<file path="config.mk">
export PLATFORM = sky130hd
export DESIGN_NAME = id_ex_stage_flat
export DESIGN_NICKNAME = d
export VERILOG_FILES = /design/src/rtl/id_ex_stage_pkg.sv /design/src/rtl/id_ex_stage_if.sv /design/src/rtl/id_ex_stage_forward_unit.sv /design/src/rtl/id_ex_stage.sv /design/src/flat_wrapper.sv
export SDC_FILE = /design/constraint.sdc
export NUM_CORES = 1
export LEC_CHECK = 0
export ABC_CLOCK_PERIOD_IN_PS = 3800
export CORE_ASPECT_RATIO = 1.1
export CORE_MARGIN = 3
export CORE_UTILIZATION = 38
export DETAILED_ROUTE_END_ITERATION = 8
export PLACE_DENSITY = 0.78
export SYNTH_ARGS = -nofsm -noshare
export SYNTH_HDL_FRONTEND = slang
export SYNTH_SLANG_ARGS = --single-unit
</file>
<file path="constraint.sdc">
create_clock -name clk -period 3.8 [get_ports clk]
set_clock_uncertainty 0.1 [all_clocks]
set_input_delay 0.76 -clock clk [delete_from_list [all_inputs] [get_ports clk]]
set_output_delay 0.76 -clock clk [all_outputs]
set_load 0.01 [all_outputs]
</file>
<file path="src/rtl/id_ex_stage_pkg.sv">
// Shared MIPS pipeline definitions: ALU control codes, alu_op/funct encodings,
// the ID/EX register layout and the decode/sign-extend helpers.
package mips_pkg;

    localparam int W = 32;

    localparam logic [3:0] OP_ADD     = 4'b0010;
    localparam logic [3:0] OP_SUB     = 4'b0110;
    localparam logic [3:0] OP_ILLEGAL = 4'b1111;

    localparam logic [5:0] FUNCT_ADD = 6'b100000;
    localparam logic [5:0] FUNCT_SUB = 6'b100010;

    typedef enum logic [1:0] {
        ALUOP_ADD   = 2'b00,
        ALUOP_SUB   = 2'b01,
        ALUOP_RTYPE = 2'b10,
        ALUOP_RSVD  = 2'b11
    } alu_op_e;

    typedef struct packed {
        logic         valid;
        logic [W-1:0] rs_data;
        logic [W-1:0] rt_data;
        logic [W-1:0] imm_ext;
        logic [4:0]   rs;
        logic [4:0]   rt;
        logic [4:0]   write_reg;
        logic [3:0]   alu_ctrl;
        logic         alu_src;
        logic         reg_write;
        logic         mem_read;
        logic         mem_write;
        logic         branch;
        logic         illegal;
    } id_ex_reg_t;

    function automatic logic [3:0] alu_decode(input logic [1:0] alu_op, input logic [5:0] funct);
        logic [3:0] ctrl;
        case (alu_op_e'(alu_op))
            ALUOP_ADD: ctrl = OP_ADD;
            ALUOP_SUB: ctrl = OP_SUB;
            ALUOP_RTYPE: begin
                case (funct)
                    FUNCT_ADD: ctrl = OP_ADD;
                    FUNCT_SUB: ctrl = OP_SUB;
                    default:   ctrl = OP_ILLEGAL;
                endcase
            end
            default: ctrl = OP_ILLEGAL;
        endcase
        return ctrl;
    endfunction

    function automatic logic [W-1:0] sign_extend16(input logic [15:0] imm);
        return {{16{imm[15]}}, imm};
    endfunction

    // A bubble decodes as a harmless add with nothing enabled.
    function automatic id_ex_reg_t bubble_entry();
        id_ex_reg_t b;
        b           = '0;
        b.alu_ctrl  = OP_ADD;
        return b;
    endfunction

endpackage

</file>
<file path="src/rtl/id_ex_stage_if.sv">
// Bundle of ID-side inputs, forwarding sources and EX-side outputs of the
// ID/EX stage; master drives the stage, slave is the stage itself.
interface id_ex_if;
    import mips_pkg::*;

    logic         stall;
    logic         flush;
    logic         id_valid;
    logic [W-1:0] id_rs_data;
    logic [W-1:0] id_rt_data;
    logic [15:0]  id_imm16;
    logic [4:0]   id_rs;
    logic [4:0]   id_rt;
    logic [4:0]   id_rd;
    logic [1:0]   id_alu_op;
    logic [5:0]   id_funct;
    logic         id_alu_src;
    logic         id_reg_dst;
    logic         id_reg_write;
    logic         id_mem_read;
    logic         id_mem_write;
    logic         id_branch;

    logic         exmem_reg_write;
    logic [4:0]   exmem_rd;
    logic [W-1:0] exmem_result;
    logic         memwb_reg_write;
    logic [4:0]   memwb_rd;
    logic [W-1:0] memwb_result;

    logic         ex_valid;
    logic [W-1:0] alu_a;
    logic [W-1:0] alu_b;
    logic [3:0]   alu_control;
    logic [W-1:0] ex_store_data;
    logic [4:0]   ex_write_reg;
    logic         ex_reg_write;
    logic         ex_mem_read;
    logic         ex_mem_write;
    logic         ex_branch;
    logic         ex_illegal;
    logic [4:0]   ex_rs;
    logic [4:0]   ex_rt;

    modport master (
        output stall, flush, id_valid, id_rs_data, id_rt_data, id_imm16,
               id_rs, id_rt, id_rd, id_alu_op, id_funct, id_alu_src, id_reg_dst,
               id_reg_write, id_mem_read, id_mem_write, id_branch,
               exmem_reg_write, exmem_rd, exmem_result,
               memwb_reg_write, memwb_rd, memwb_result,
        input  ex_valid, alu_a, alu_b, alu_control, ex_store_data, ex_write_reg,
               ex_reg_write, ex_mem_read, ex_mem_write, ex_branch, ex_illegal,
               ex_rs, ex_rt
    );

    modport slave (
        input  stall, flush, id_valid, id_rs_data, id_rt_data, id_imm16,
               id_rs, id_rt, id_rd, id_alu_op, id_funct, id_alu_src, id_reg_dst,
               id_reg_write, id_mem_read, id_mem_write, id_branch,
               exmem_reg_write, exmem_rd, exmem_result,
               memwb_reg_write, memwb_rd, memwb_result,
        output ex_valid, alu_a, alu_b, alu_control, ex_store_data, ex_write_reg,
               ex_reg_write, ex_mem_read, ex_mem_write, ex_branch, ex_illegal,
               ex_rs, ex_rt
    );

endinterface

</file>
<file path="src/rtl/id_ex_stage_forward_unit.sv">
// Two-source operand forwarding mux: EX/MEM beats MEM/WB beats the register
// file value; register 0 is never forwarded.
module forward_unit
    import mips_pkg::*;
(
    input  logic [4:0]   spec_i,
    input  logic [W-1:0] regfile_i,
    input  logic         exmem_reg_write_i,
    input  logic [4:0]   exmem_rd_i,
    input  logic [W-1:0] exmem_result_i,
    input  logic         memwb_reg_write_i,
    input  logic [4:0]   memwb_rd_i,
    input  logic [W-1:0] memwb_result_i,
    output logic [W-1:0] data_o
);

    logic exmem_hit_s;
    logic memwb_hit_s;

    assign exmem_hit_s = exmem_reg_write_i && (exmem_rd_i != 5'd0) && (exmem_rd_i == spec_i);
    assign memwb_hit_s = memwb_reg_write_i && (memwb_rd_i != 5'd0) && (memwb_rd_i == spec_i);

    // Priority selection of the operand source.
    always_comb begin
        data_o = regfile_i;
        if (exmem_hit_s) begin
            data_o = exmem_result_i;
        end else if (memwb_hit_s) begin
            data_o = memwb_result_i;
        end else begin
            data_o = regfile_i;
        end
    end

endmodule

</file>
<file path="src/rtl/id_ex_stage.sv">
// ID/EX pipeline register with ALU-control decode and sign-extension ahead of
// the register, and operand forwarding after it.
module id_ex_stage
    import mips_pkg::*;
(
    input  logic clk,
    input  logic reset,
    id_ex_if.slave bus
);

    id_ex_reg_t   stage_q;
    id_ex_reg_t   stage_d;
    id_ex_reg_t   capture_s;
    logic [3:0]   alu_ctrl_s;
    logic         illegal_s;
    logic [W-1:0] fwd_rs_s;
    logic [W-1:0] fwd_rt_s;

    // Decode the incoming ID fields into the shape held by the register.
    always_comb begin
        alu_ctrl_s          = alu_decode(bus.id_alu_op, bus.id_funct);
        illegal_s           = (alu_ctrl_s == OP_ILLEGAL);
        capture_s           = '0;
        capture_s.valid     = bus.id_valid;
        capture_s.rs_data   = bus.id_rs_data;
        capture_s.rt_data   = bus.id_rt_data;
        capture_s.imm_ext   = sign_extend16(bus.id_imm16);
        capture_s.rs        = bus.id_rs;
        capture_s.rt        = bus.id_rt;
        capture_s.write_reg = bus.id_reg_dst ? bus.id_rd : bus.id_rt;
        capture_s.alu_ctrl  = alu_ctrl_s;
        capture_s.alu_src   = bus.id_alu_src;
        // An unsupported operation must not update any architectural state.
        capture_s.reg_write = bus.id_reg_write & ~illegal_s;
        capture_s.mem_read  = bus.id_mem_read  & ~illegal_s;
        capture_s.mem_write = bus.id_mem_write & ~illegal_s;
        capture_s.branch    = bus.id_branch;
        capture_s.illegal   = illegal_s;
    end

    // Next-state selection: flush over stall over capture.
    always_comb begin
        stage_d = stage_q;
        if (bus.flush) begin
            stage_d = bubble_entry();
        end else if (bus.stall) begin
            stage_d = stage_q;
        end else begin
            stage_d = capture_s;
        end
    end

    // Pipeline register.
    always_ff @(posedge clk or posedge reset) begin
        if (reset) begin
            stage_q <= bubble_entry();
        end else begin
            stage_q <= stage_d;
        end
    end

    forward_unit u_fwd_rs (
        .spec_i            (stage_q.rs),
        .regfile_i         (stage_q.rs_data),
        .exmem_reg_write_i (bus.exmem_reg_write),
        .exmem_rd_i        (bus.exmem_rd),
        .exmem_result_i    (bus.exmem_result),
        .memwb_reg_write_i (bus.memwb_reg_write),
        .memwb_rd_i        (bus.memwb_rd),
        .memwb_result_i    (bus.memwb_result),
        .data_o            (fwd_rs_s)
    );

    forward_unit u_fwd_rt (
        .spec_i            (stage_q.rt),
        .regfile_i         (stage_q.rt_data),
        .exmem_reg_write_i (bus.exmem_reg_write),
        .exmem_rd_i        (bus.exmem_rd),
        .exmem_result_i    (bus.exmem_result),
        .memwb_reg_write_i (bus.memwb_reg_write),
        .memwb_rd_i        (bus.memwb_rd),
        .memwb_result_i    (bus.memwb_result),
        .data_o            (fwd_rt_s)
    );

    assign bus.alu_a         = fwd_rs_s;
    assign bus.alu_b         = stage_q.alu_src ? stage_q.imm_ext : fwd_rt_s;
    assign bus.ex_store_data = fwd_rt_s;
    assign bus.ex_valid      = stage_q.valid;
    assign bus.alu_control   = stage_q.alu_ctrl;
    assign bus.ex_write_reg  = stage_q.write_reg;
    assign bus.ex_reg_write  = stage_q.reg_write;
    assign bus.ex_mem_read   = stage_q.mem_read;
    assign bus.ex_mem_write  = stage_q.mem_write;
    assign bus.ex_branch     = stage_q.branch;
    assign bus.ex_illegal    = stage_q.illegal;
    assign bus.ex_rs         = stage_q.rs;
    assign bus.ex_rt         = stage_q.rt;

endmodule

</file>
<file path="src/flat_wrapper.sv">
// flat-port wrapper written by rule: the top's interface ports become plain ports
module id_ex_stage_flat import mips_pkg::*;
  (clk, reset, bus_stall, bus_flush, bus_id_valid, bus_id_rs_data, bus_id_rt_data, bus_id_imm16, bus_id_rs, bus_id_rt, bus_id_rd, bus_id_alu_op, bus_id_funct, bus_id_alu_src, bus_id_reg_dst, bus_id_reg_write, bus_id_mem_read, bus_id_mem_write, bus_id_branch, bus_exmem_reg_write, bus_exmem_rd, bus_exmem_result, bus_memwb_reg_write, bus_memwb_rd, bus_memwb_result, bus_ex_valid, bus_alu_a, bus_alu_b, bus_alu_control, bus_ex_store_data, bus_ex_write_reg, bus_ex_reg_write, bus_ex_mem_read, bus_ex_mem_write, bus_ex_branch, bus_ex_illegal, bus_ex_rs, bus_ex_rt);
  id_ex_if bus_i ();
  input  logic clk;
  input  logic reset;
  input wire logic [$bits(bus_i.stall)-1:0] bus_stall;
  input wire logic [$bits(bus_i.flush)-1:0] bus_flush;
  input wire logic [$bits(bus_i.id_valid)-1:0] bus_id_valid;
  input wire logic [$bits(bus_i.id_rs_data)-1:0] bus_id_rs_data;
  input wire logic [$bits(bus_i.id_rt_data)-1:0] bus_id_rt_data;
  input wire logic [$bits(bus_i.id_imm16)-1:0] bus_id_imm16;
  input wire logic [$bits(bus_i.id_rs)-1:0] bus_id_rs;
  input wire logic [$bits(bus_i.id_rt)-1:0] bus_id_rt;
  input wire logic [$bits(bus_i.id_rd)-1:0] bus_id_rd;
  input wire logic [$bits(bus_i.id_alu_op)-1:0] bus_id_alu_op;
  input wire logic [$bits(bus_i.id_funct)-1:0] bus_id_funct;
  input wire logic [$bits(bus_i.id_alu_src)-1:0] bus_id_alu_src;
  input wire logic [$bits(bus_i.id_reg_dst)-1:0] bus_id_reg_dst;
  input wire logic [$bits(bus_i.id_reg_write)-1:0] bus_id_reg_write;
  input wire logic [$bits(bus_i.id_mem_read)-1:0] bus_id_mem_read;
  input wire logic [$bits(bus_i.id_mem_write)-1:0] bus_id_mem_write;
  input wire logic [$bits(bus_i.id_branch)-1:0] bus_id_branch;
  input wire logic [$bits(bus_i.exmem_reg_write)-1:0] bus_exmem_reg_write;
  input wire logic [$bits(bus_i.exmem_rd)-1:0] bus_exmem_rd;
  input wire logic [$bits(bus_i.exmem_result)-1:0] bus_exmem_result;
  input wire logic [$bits(bus_i.memwb_reg_write)-1:0] bus_memwb_reg_write;
  input wire logic [$bits(bus_i.memwb_rd)-1:0] bus_memwb_rd;
  input wire logic [$bits(bus_i.memwb_result)-1:0] bus_memwb_result;
  output wire logic [$bits(bus_i.ex_valid)-1:0] bus_ex_valid;
  output wire logic [$bits(bus_i.alu_a)-1:0] bus_alu_a;
  output wire logic [$bits(bus_i.alu_b)-1:0] bus_alu_b;
  output wire logic [$bits(bus_i.alu_control)-1:0] bus_alu_control;
  output wire logic [$bits(bus_i.ex_store_data)-1:0] bus_ex_store_data;
  output wire logic [$bits(bus_i.ex_write_reg)-1:0] bus_ex_write_reg;
  output wire logic [$bits(bus_i.ex_reg_write)-1:0] bus_ex_reg_write;
  output wire logic [$bits(bus_i.ex_mem_read)-1:0] bus_ex_mem_read;
  output wire logic [$bits(bus_i.ex_mem_write)-1:0] bus_ex_mem_write;
  output wire logic [$bits(bus_i.ex_branch)-1:0] bus_ex_branch;
  output wire logic [$bits(bus_i.ex_illegal)-1:0] bus_ex_illegal;
  output wire logic [$bits(bus_i.ex_rs)-1:0] bus_ex_rs;
  output wire logic [$bits(bus_i.ex_rt)-1:0] bus_ex_rt;
  assign bus_i.stall = bus_stall;
  assign bus_i.flush = bus_flush;
  assign bus_i.id_valid = bus_id_valid;
  assign bus_i.id_rs_data = bus_id_rs_data;
  assign bus_i.id_rt_data = bus_id_rt_data;
  assign bus_i.id_imm16 = bus_id_imm16;
  assign bus_i.id_rs = bus_id_rs;
  assign bus_i.id_rt = bus_id_rt;
  assign bus_i.id_rd = bus_id_rd;
  assign bus_i.id_alu_op = bus_id_alu_op;
  assign bus_i.id_funct = bus_id_funct;
  assign bus_i.id_alu_src = bus_id_alu_src;
  assign bus_i.id_reg_dst = bus_id_reg_dst;
  assign bus_i.id_reg_write = bus_id_reg_write;
  assign bus_i.id_mem_read = bus_id_mem_read;
  assign bus_i.id_mem_write = bus_id_mem_write;
  assign bus_i.id_branch = bus_id_branch;
  assign bus_i.exmem_reg_write = bus_exmem_reg_write;
  assign bus_i.exmem_rd = bus_exmem_rd;
  assign bus_i.exmem_result = bus_exmem_result;
  assign bus_i.memwb_reg_write = bus_memwb_reg_write;
  assign bus_i.memwb_rd = bus_memwb_rd;
  assign bus_i.memwb_result = bus_memwb_result;
  assign bus_ex_valid = bus_i.ex_valid;
  assign bus_alu_a = bus_i.alu_a;
  assign bus_alu_b = bus_i.alu_b;
  assign bus_alu_control = bus_i.alu_control;
  assign bus_ex_store_data = bus_i.ex_store_data;
  assign bus_ex_write_reg = bus_i.ex_write_reg;
  assign bus_ex_reg_write = bus_i.ex_reg_write;
  assign bus_ex_mem_read = bus_i.ex_mem_read;
  assign bus_ex_mem_write = bus_i.ex_mem_write;
  assign bus_ex_branch = bus_i.ex_branch;
  assign bus_ex_illegal = bus_i.ex_illegal;
  assign bus_ex_rs = bus_i.ex_rs;
  assign bus_ex_rt = bus_i.ex_rt;
  id_ex_stage u_core (.clk(clk), .reset(reset), .bus(bus_i));
endmodule
</file>
==> results of run 1 <==
[area by class of cell]
cell class / count / share of cell area [%]
clock buffers: 10 / 2.21
multi-input cells: 528 / 36.4
inverters: 9 / 0.335
clock inverters: 6 / 0.416
well taps: 234 / 2.70
flip-flops and latches: 104 / 24.0
repair buffers: 378 / 33.9
[logic make-up (layout without fill, tap and decap cells)]
kind of cell	count (synthesis)	after routing	share of synthesized area, %
AND/OR/NAND/NOR	260	260	16.9
other	1	1	0.0561
flip-flops	104	104	38.9
AO/OA/AOI/OAI	110	110	13.8
multiplexers	137	137	20.5
buffers and inverters	87	403	7.22
XOR/XNOR	20	20	2.62
[stage by stage]
stage | utilization [%] | hold slack [ns] | area, µm² | cells | TNS, ns
2_1_floorplan | - | 0.381 | 6690 | 719 | 0
5_1_grt | 63.2 | 0.450 | 10800 | 1269 | -0.00487
3_3_place_gp | 58.8 | 0.395 | 10100 | 1227 | -31.27
6_report | 63.2 | 0.418 | 10800 | 1269 | 0
4_1_cts | 62.6 | 0.421 | 10700 | 1265 | -0.111
3_5_place_dp | 58.8 | 0.406 | 10100 | 1227 | -34.37
[layout by cell type, fill, tap and decap left out, types with 3 or more instances in the layout]
cell and n:
sky130_fd_sc_hd__inv_1 8, sky130_fd_sc_hd__nand3_1 5, sky130_fd_sc_hd__a221oi_2 5, sky130_fd_sc_hd__xnor2_1 7, sky130_fd_sc_hd__clkdlybuf4s15_2 10, sky130_fd_sc_hd__dlygate4sd2_1 54
sky130_fd_sc_hd__nor3_1 8, sky130_fd_sc_hd__a221oi_4 20, sky130_fd_sc_hd__o21ai_1 29, sky130_fd_sc_hd__dlymetal6s2s_1 3, sky130_fd_sc_hd__o31ai_1 13, sky130_fd_sc_hd__buf_4 45
sky130_fd_sc_hd__and3_1 25, sky130_fd_sc_hd__buf_12 13, sky130_fd_sc_hd__nand2_1 48, sky130_fd_sc_hd__clkinvlp_4 3, sky130_fd_sc_hd__o31ai_2 12, sky130_fd_sc_hd__or4_4 3
sky130_fd_sc_hd__mux2i_1 137, sky130_fd_sc_hd__clkdlybuf4s15_1 8, sky130_fd_sc_hd__clkdlybuf4s50_1 201, sky130_fd_sc_hd__a221oi_1 7, sky130_fd_sc_hd__xor2_1 10, sky130_fd_sc_hd__buf_6 9
sky130_fd_sc_hd__buf_2 31, sky130_fd_sc_hd__dfrtp_1 103, sky130_fd_sc_hd__clkbuf_16 9, sky130_fd_sc_hd__a21oi_1 18, sky130_fd_sc_hd__nor2_1 160
[repair_timing]
| item | CTS | global route |
|---|---|---|
| gates cloned | 2 | 0 |
| pin swaps | 22 | 6 |
| endpoints found under the hold margin | 0 | 0 |
| buffers inserted | 20 | 4 |
| setup endpoints to repair | 96 | 57 |
| resized for setup | 278 | 10 |
[per-layer routing]
metal,vias to the layer above,part of all wire [%],track usage (%)
met2,255,49,42.8
met5,-,0,0
met4,0,3.3,9.72
met1,3142,42,31.6
met3,54,5.9,4.96
li1,3121,-,-
[worst min-delay path, cell delays in order (launching register included)]
cell and delay (ns):
sky130_fd_sc_hd__dfrtp_1 0.35, sky130_fd_sc_hd__a21oi_1 0.06, sky130_fd_sc_hd__nor2_1 0.08
[path summary, 6_finish.rpt]
| path | start | slack [ns] | cells past startpoint | end |
|---|---|---|---|---|
| max reg2reg | u_core.stage_q[5] | 2.25 | 3 | u_core.stage_q[5] |
| min reg2reg | u_core.bus.ex_write_reg[2] | 0.42 | 2 | u_core.bus.ex_write_reg[2] |
| max in group asynchronous | reset | 2.00 | 3 | u_core.stage_q[5] |
| max | bus_memwb_rd[0] | 0.06 | 9 | bus_alu_b[18] |
| min in group asynchronous | reset | 0.75 | 2 | u_core.bus.alu_control[2] |
| min | u_core.bus.ex_write_reg[2] | 0.42 | 2 | u_core.bus.ex_write_reg[2] |
[cells in the mapped netlist, types with 2 or more instances]
| library cell | number |
|---|---|
| sky130_fd_sc_hd__mux2i_1 | 137 |
| sky130_fd_sc_hd__nand3_1 | 6 |
| sky130_fd_sc_hd__nand2_1 | 48 |
| sky130_fd_sc_hd__clkbuf_1 | 36 |
| sky130_fd_sc_hd__o21ai_1 | 30 |
| sky130_fd_sc_hd__buf_4 | 22 |
| sky130_fd_sc_hd__or4_1 | 3 |
| sky130_fd_sc_hd__xor2_1 | 12 |
| sky130_fd_sc_hd__inv_1 | 9 |
| sky130_fd_sc_hd__a221oi_2 | 21 |
| sky130_fd_sc_hd__and3_1 | 26 |
| sky130_fd_sc_hd__buf_1 | 6 |
| sky130_fd_sc_hd__nor3_1 | 8 |
| sky130_fd_sc_hd__o21ai_0 | 2 |
| sky130_fd_sc_hd__xnor2_1 | 8 |
| sky130_fd_sc_hd__a21oi_1 | 18 |
| sky130_fd_sc_hd__a221oi_1 | 11 |
| sky130_fd_sc_hd__o31ai_1 | 15 |
| sky130_fd_sc_hd__o31ai_2 | 10 |
| sky130_fd_sc_hd__nor2_1 | 162 |
| sky130_fd_sc_hd__buf_6 | 9 |
| sky130_fd_sc_hd__dfrtp_1 | 104 |
| sky130_fd_sc_hd__buf_2 | 5 |
[power breakdown]
group | internal, mW | switching, mW | total (mW)
Sequential | 1.17 | 0.0542 | 1.22
Clock | 0.464 | 0.435 | 0.899
Combinational | 0.499 | 0.408 | 0.907
==> impl_results.rst, run 1 <==
.. list-table::
   :header-rows: 1

   * - Metric
     - Value
   * - Status
     - finished, final reports clean
   * - Area growth syn-to-layout
     - 62.0%
   * - Placement row count
     - 50
   * - Final worst setup slack
     - 0.0635 ns
   * - Top achievable clock speed
     - 268 MHz
   * - Hold WC Path Type
     - reg2reg
   * - All-Layer GR Usage
     - 25.2%
   * - Quantity of hold-fixing buffers added after cts
     - 0
   * - Global-route wire length before repair
     - 38.5 mm
   * - CTS clock-pin slew for the worst setup and hold paths
     - 0.07 ns
   * - Critical path required time
     - 2.94 ns
   * - Register bank with the most flops
     - u_core.stage_q
   * - Highest-delay cell along the critical path
     - sky130_fd_sc_hd__or4_4
   * - Max-capacitance violation count
     - 0
   * - Place WS
     - -0.554 ns
   * - Critical Path End Type
     - output port
   * - RSZ-0062 raised after global routing
     - true
   * - Wire length reported by the detailed router
     - 24.9 mm
   * - Clk Tree Root Cell
     - sky130_fd_sc_hd__clkbuf_16
   * - Die Footprint
     - 19,200 µm²
   * - Critical path start-end classification
     - in2out
   * - Number of antenna violations at the first check in global routing
     - 0
   * - Leakage Power
     - 5.01 nW
   * - Primary flip-flop cell chosen by synthesis mapping
     - sky130_fd_sc_hd__dfrtp_1
   * - Iteration-0 DRC Markers
     - 327
   * - #FFs+latches synth
     - 104
   * - Die width
     - 133 µm
   * - Share of post-route cells with drive strength above 1
     - 17.9%
   * - Largest net degree at the start of global routing
     - 105
   * - PortBufs
     - 309
   * - Post-synthesis sequential area ratio
     - 38.9%
   * - Pwr/cell area
     - 279 nW/µm²
   * - Antenna Nets Post-Route
     - 0
   * - Total congestion overflow
     - 0
   * - Via/cell ratio
     - 5.18
   * - Flip-flop count of the largest register, all copies and words added
     - 81
   * - DRC Markers
     - 0
   * - Critical-path maximum fanout
     - 8
   * - Vias in the first global route
     - 6,869
   * - Clk_lat worst skew
     - 0.34 ns
   * - Multi-input gate area
     - 3950 µm²
   * - Peak ir drop on the vdd network
     - 197 µV
   * - Total number of yosys warnings
     - 0
   * - Share of the clock period used by the worst path after layout
     - 98.3%
   * - Core area
     - 17,100 µm²
   * - Number of antenna diodes
     - 0
   * - Post-Synthesis Net Count
     - 909
   * - I/O pin total
     - 311
   * - First drt pass iteration count
     - 5
   * - Final Critical Period
     - 3.74 ns
   * - Total clock sinks
     - 104
   * - Post-synth top area cell
     - sky130_fd_sc_hd__dfrtp_1
   * - Number of filler instances in the final layout
     - 1,493
   * - Max-slew headroom at the worst pin
     - 23.7%
   * - Post-Syn Area per Cell
     - 9.30 µm²
   * - Kind of cell adding the most delay to the critical path
     - buffers and inverters
   * - Transition at the pin with the smallest max-transition slack
     - 1.14 ns
   * - Worst path bufs/invs
     - 4
   * - Area fraction of the dominant cell type after synthesis
     - 38.9%
   * - Footprint of the flip-flops and latches
     - 2600 µm²
   * - Worst-case clock buffer depth
     - 2
   * - Total number of H-tree levels
     - 3
   * - Cells along the critical path
     - dlygate4sd2_1, or4_4, o21a_4, nand3_4, buf_4, buf_12, a221oi_4, o31ai_1, clkdlybuf4s15_2
   * - Post-layout nets
     - 1,220
   * - Number of setup violations in the final report
     - 0
   * - Post-route total power
     - 3.03 mW
   * - Number of buffers added by the clock tree synthesis step
     - 9
   * - Top cells by area in the synthesized netlist
     - sky130_fd_sc_hd__dfrtp_1 (39%), sky130_fd_sc_hd__mux2i_1 (20%), sky130_fd_sc_hd__nor2_1 (9.1%), sky130_fd_sc_hd__a221oi_2 (4.7%), sky130_fd_sc_hd__nand2_1 (2.7%)
   * - Routed length per placed instance
     - 19.6 µm
   * - Cell count after synthesis
     - 719
   * - Critical path arrival
     - 2.88 ns
   * - Vert. Die Dim
     - 145 µm
   * - Share of flip-flops with an asynchronous set or reset
     - 100%
   * - Cell area after technology mapping
     - 6690 µm²
   * - Number of synthesized flops with an enable pin
     - 0
   * - Cell variety after synth
     - 34
   * - Clock tree from TritonCTS
     - done
   * - Routability Congestion
     - 0.844
   * - Slowest stage delay, CP
     - 0.54 ns
   * - Post-DP HPWL
     - 18.1 mm
   * - Final max-slew violation count
     - 0
   * - Via count of the routed design
     - 6,572
   * - Final hold violations
     - 0
   * - Kind of start point of the critical path
     - input pin
   * - Initial core utilization
     - 39.0%
Note: power is estimated with default switching activity, not from simulation.
==> run 2, diff against run 1 <==
--- a/config.mk
+++ b/config.mk
@@ -10,7 +10,7 @@
 export CORE_MARGIN = 3
 export CORE_UTILIZATION = 38
 export DETAILED_ROUTE_END_ITERATION = 8
-export PLACE_DENSITY = 0.78
+export PLACE_DENSITY = 0.86
 export SYNTH_ARGS = -nofsm -noshare
 export SYNTH_HDL_FRONTEND = slang
 export SYNTH_SLANG_ARGS = --single-unit
==> run 2 against run 1 <==
Final cell count grew 0.47%. Clock power grew 5.1%. Design area grew 0.72%. Flip-flop and latch count is the same. Die area is the same. Combinational power grew 0.6%. Clock-buffer cell count is the same. Power grew 1.8%. Critical path type unchanged. Highest routed layer is now met5.
==> impl_results.rst, run 2 (synthesized netlist as in run 1, its figures left out) <==
.. list-table::
   :header-rows: 1

   * - Metric
     - Value
   * - Status
     - finished, final reports clean (unchanged)
   * - Final hold violations
     - 0 (unchanged)
   * - Routed length per placed instance
     - 20.3 µm (was 19.6 µm)
   * - Via/cell ratio
     - 5.34 (was 5.18)
   * - Final max-slew violation count
     - 0 (unchanged)
   * - All-Layer GR Usage
     - 26.1% (was 25.2%)
   * - Post-layout nets
     - 1,225 (was 1,220)
   * - Vert. Die Dim
     - 145 µm (unchanged)
   * - Leakage Power
     - 5.02 nW (was 5.01 nW)
   * - Post-DP HPWL
     - 18.4 mm (was 18.1 mm)
   * - Total congestion overflow
     - 0 (unchanged)
   * - Total number of H-tree levels
     - 3 (unchanged)
   * - Share of post-route cells with drive strength above 1
     - 21.5% (was 17.9%)
   * - Die width
     - 133 µm (unchanged)
   * - Number of filler instances in the final layout
     - 1,438 (was 1,493)
   * - Critical path start-end classification
     - in2out (unchanged)
   * - Core area
     - 17,100 µm² (unchanged)
   * - Top achievable clock speed
     - 266 MHz (was 268 MHz)
   * - Wire length reported by the detailed router
     - 25.8 mm (was 24.9 mm)
   * - I/O pin total
     - 311 (unchanged)
   * - Placement row count
     - 50 (unchanged)
   * - Number of buffers added by the clock tree synthesis step
     - 9 (unchanged)
   * - CTS clock-pin slew for the worst setup and hold paths
     - 0.07 ns (about the same)
   * - Global-route wire length before repair
     - 39.6 mm (was 38.5 mm)
   * - Iteration-0 DRC Markers
     - 334 (was 327)
   * - Worst Hold Margin
     - 0.424 ns (was 0.418 ns)
   * - Post-route total power
     - 3.08 mW (was 3.03 mW)
   * - Number of antenna violations at the first check in global routing
     - 2 (was 0)
   * - Antenna Nets Post-Route
     - 0 (unchanged)
   * - Max-slew headroom at the worst pin
     - 23.7% (about the same)
   * - Share of the clock period used by the worst path after layout
     - 98.9% (was 98.3%)
   * - Kind of start point of the critical path
     - input pin (unchanged)
   * - Clock tree from TritonCTS
     - done (unchanged)
   * - Register bank with the most flops
     - u_core.stage_q (unchanged)
   * - DRC Markers
     - 0 (unchanged)
   * - Peak ir drop on the vdd network
     - 183 µV (was 197 µV)
   * - Worst-case clock buffer depth
     - 2 (unchanged)
   * - Die Footprint
     - 19,200 µm² (unchanged)
   * - Number of setup violations in the final report
     - 0 (unchanged)
   * - First drt pass iteration count
     - 5 (unchanged)
   * - Initial core utilization
     - 39.0% (unchanged)
   * - Commonest non-fill, non-tap cell in the layout
     - sky130_fd_sc_hd__clkdlybuf4s50_1 (unchanged)
   * - Pwr/cell area
     - 282 nW/µm² (was 279 nW/µm²)
   * - Critical path required time
     - 2.94 ns (about the same)
   * - Quantity of hold-fixing buffers added after cts
     - 0 (unchanged)
   * - Max-capacitance violation count
     - 0 (unchanged)
   * - Most frequent cells in the layout
     - sky130_fd_sc_hd__clkdlybuf4s50_1 (201), sky130_fd_sc_hd__nor2_1 (151), sky130_fd_sc_hd__mux2i_1 (132), sky130_fd_sc_hd__dfrtp_1 (103), sky130_fd_sc_hd__buf_4 (49) (was sky130_fd_sc_hd__clkdlybuf4s50_1 (201), sky130_fd_sc_hd__nor2_1 (160), sky130_fd_sc_hd__mux2i_1 (137), sky130_fd_sc_hd__dfrtp_1 (103), sky130_fd_sc_hd__dlygate4sd2_1 (54))
   * - Clk Tree Root Cell
     - sky130_fd_sc_hd__clkbuf_16 (unchanged)
   * - Area growth syn-to-layout
     - 63.1% (was 62.0%)
   * - Total clock sinks
     - 104 (unchanged)
   * - Vias in the first global route
     - 7,180 (was 6,869)
   * - Hold WC Path Type
     - reg2reg (unchanged)
   * - Flip-flop count of the largest register, all copies and words added
     - 81 (unchanged)
   * - Via count of the routed design
     - 6,807 (was 6,572)
   * - Clk_lat worst skew
     - 0.34 ns (about the same)
   * - Critical path arrival
     - 2.90 ns (was 2.88 ns)
   * - Largest net degree at the start of global routing
     - 105 (unchanged)
   * - Final Critical Period
     - 3.76 ns (was 3.74 ns)
   * - Transition at the pin with the smallest max-transition slack
     - 1.14 ns (about the same)
   * - Routability Congestion
     - 0.886 (was 0.844)
   * - Critical Path End Type
     - output port (unchanged)
   * - Critical-path maximum fanout
     - 5 (was 8)
   * - PortBufs
     - 309 (unchanged)
==> run 2: timing repair <==
| item | in CTS | in global routing |
|---|---|---|
| gates cloned | 2 | 0 |
| pin swaps | 20 | 10 |
| gates resized for setup | 333 | 29 |
| setup buffers | 27 | 5 |
| setup endpoints to repair | 96 | 90 |
==> run 2: worst max-delay path: stages <==
cell,delay [ns]
sky130_fd_sc_hd__dlygate4sd2_1,0.26
sky130_fd_sc_hd__buf_4,0.15
sky130_fd_sc_hd__xor2_1,0.16
sky130_fd_sc_hd__nor3_4,0.25
sky130_fd_sc_hd__buf_6,0.14
sky130_fd_sc_hd__nand3_4,0.09
sky130_fd_sc_hd__buf_12,0.14
sky130_fd_sc_hd__buf_4,0.17
sky130_fd_sc_hd__buf_4,0.15
sky130_fd_sc_hd__a221oi_4,0.29
sky130_fd_sc_hd__nor2_1,0.09
sky130_fd_sc_hd__clkdlybuf4s15_2,0.23
==> run 2: through the flow <==
step	utilization [%]	cell area (µm²)	setup TNS, ns	instances	setup WS (ns)
global placement	58.9	10100	-30.38	1225	-0.470
detailed placement	58.9	10100	-33.50	1225	-0.547
global route	63.7	10900	-0.0483	1275	-0.0236
finish	63.7	10900	0	1275	0.0421
CTS	63.1	10800	-0.919	1269	-0.124
floorplan	-	6690	0	719	0.208
==> run 2: worst paths after layout <==
check | start | end | slack (ns) | cells past startpoint
setup / recovery | bus_memwb_rd[0] | bus_ex_store_data[13] | 0.04 | 12
setup reg to reg | u_core.stage_q[5] | u_core.stage_q[5] | 2.21 | 3
hold / removal | u_core.stage_q[90] | u_core.stage_q[90] | 0.42 | 2
max in group asynchronous | reset | u_core.stage_q[57] | 2.33 | 3
min in group asynchronous | reset | u_core.stage_q[99] | 0.57 | 2
hold reg to reg | u_core.stage_q[90] | u_core.stage_q[90] | 0.42 | 2
==> run 2: layout make-up <==
class / count / area [µm²] / area share, %
Clock buffer: 10 / 229 / 2.10
Inverter: 9 / 36.3 / 0.332
Tap cell: 234 / 293 / 2.68
Multi-Input combinational cell: 528 / 4040 / 37.0
Clock inverter: 6 / 68.8 / 0.631
Antenna cell: 1 / 2.50 / 0.0229
Sequential cell: 104 / 2600 / 23.9
Timing Repair Buffer: 383 / 3640 / 33.4
==> run 2: power breakdown <==
group | switching (mW) | internal, mW
sequential | 0.0574 | 1.17
clock | 0.430 | 0.515
combinational | 0.416 | 0.496
==> run 2: routing by layer <==
layer | track usage (%) | wire length (µm)
met5 | 0 | 13
met1 | 30.7 | 10100
met3 | 5.41 | 1670
met2 | 44.8 | 12900
met4 | 12.9 | 1100
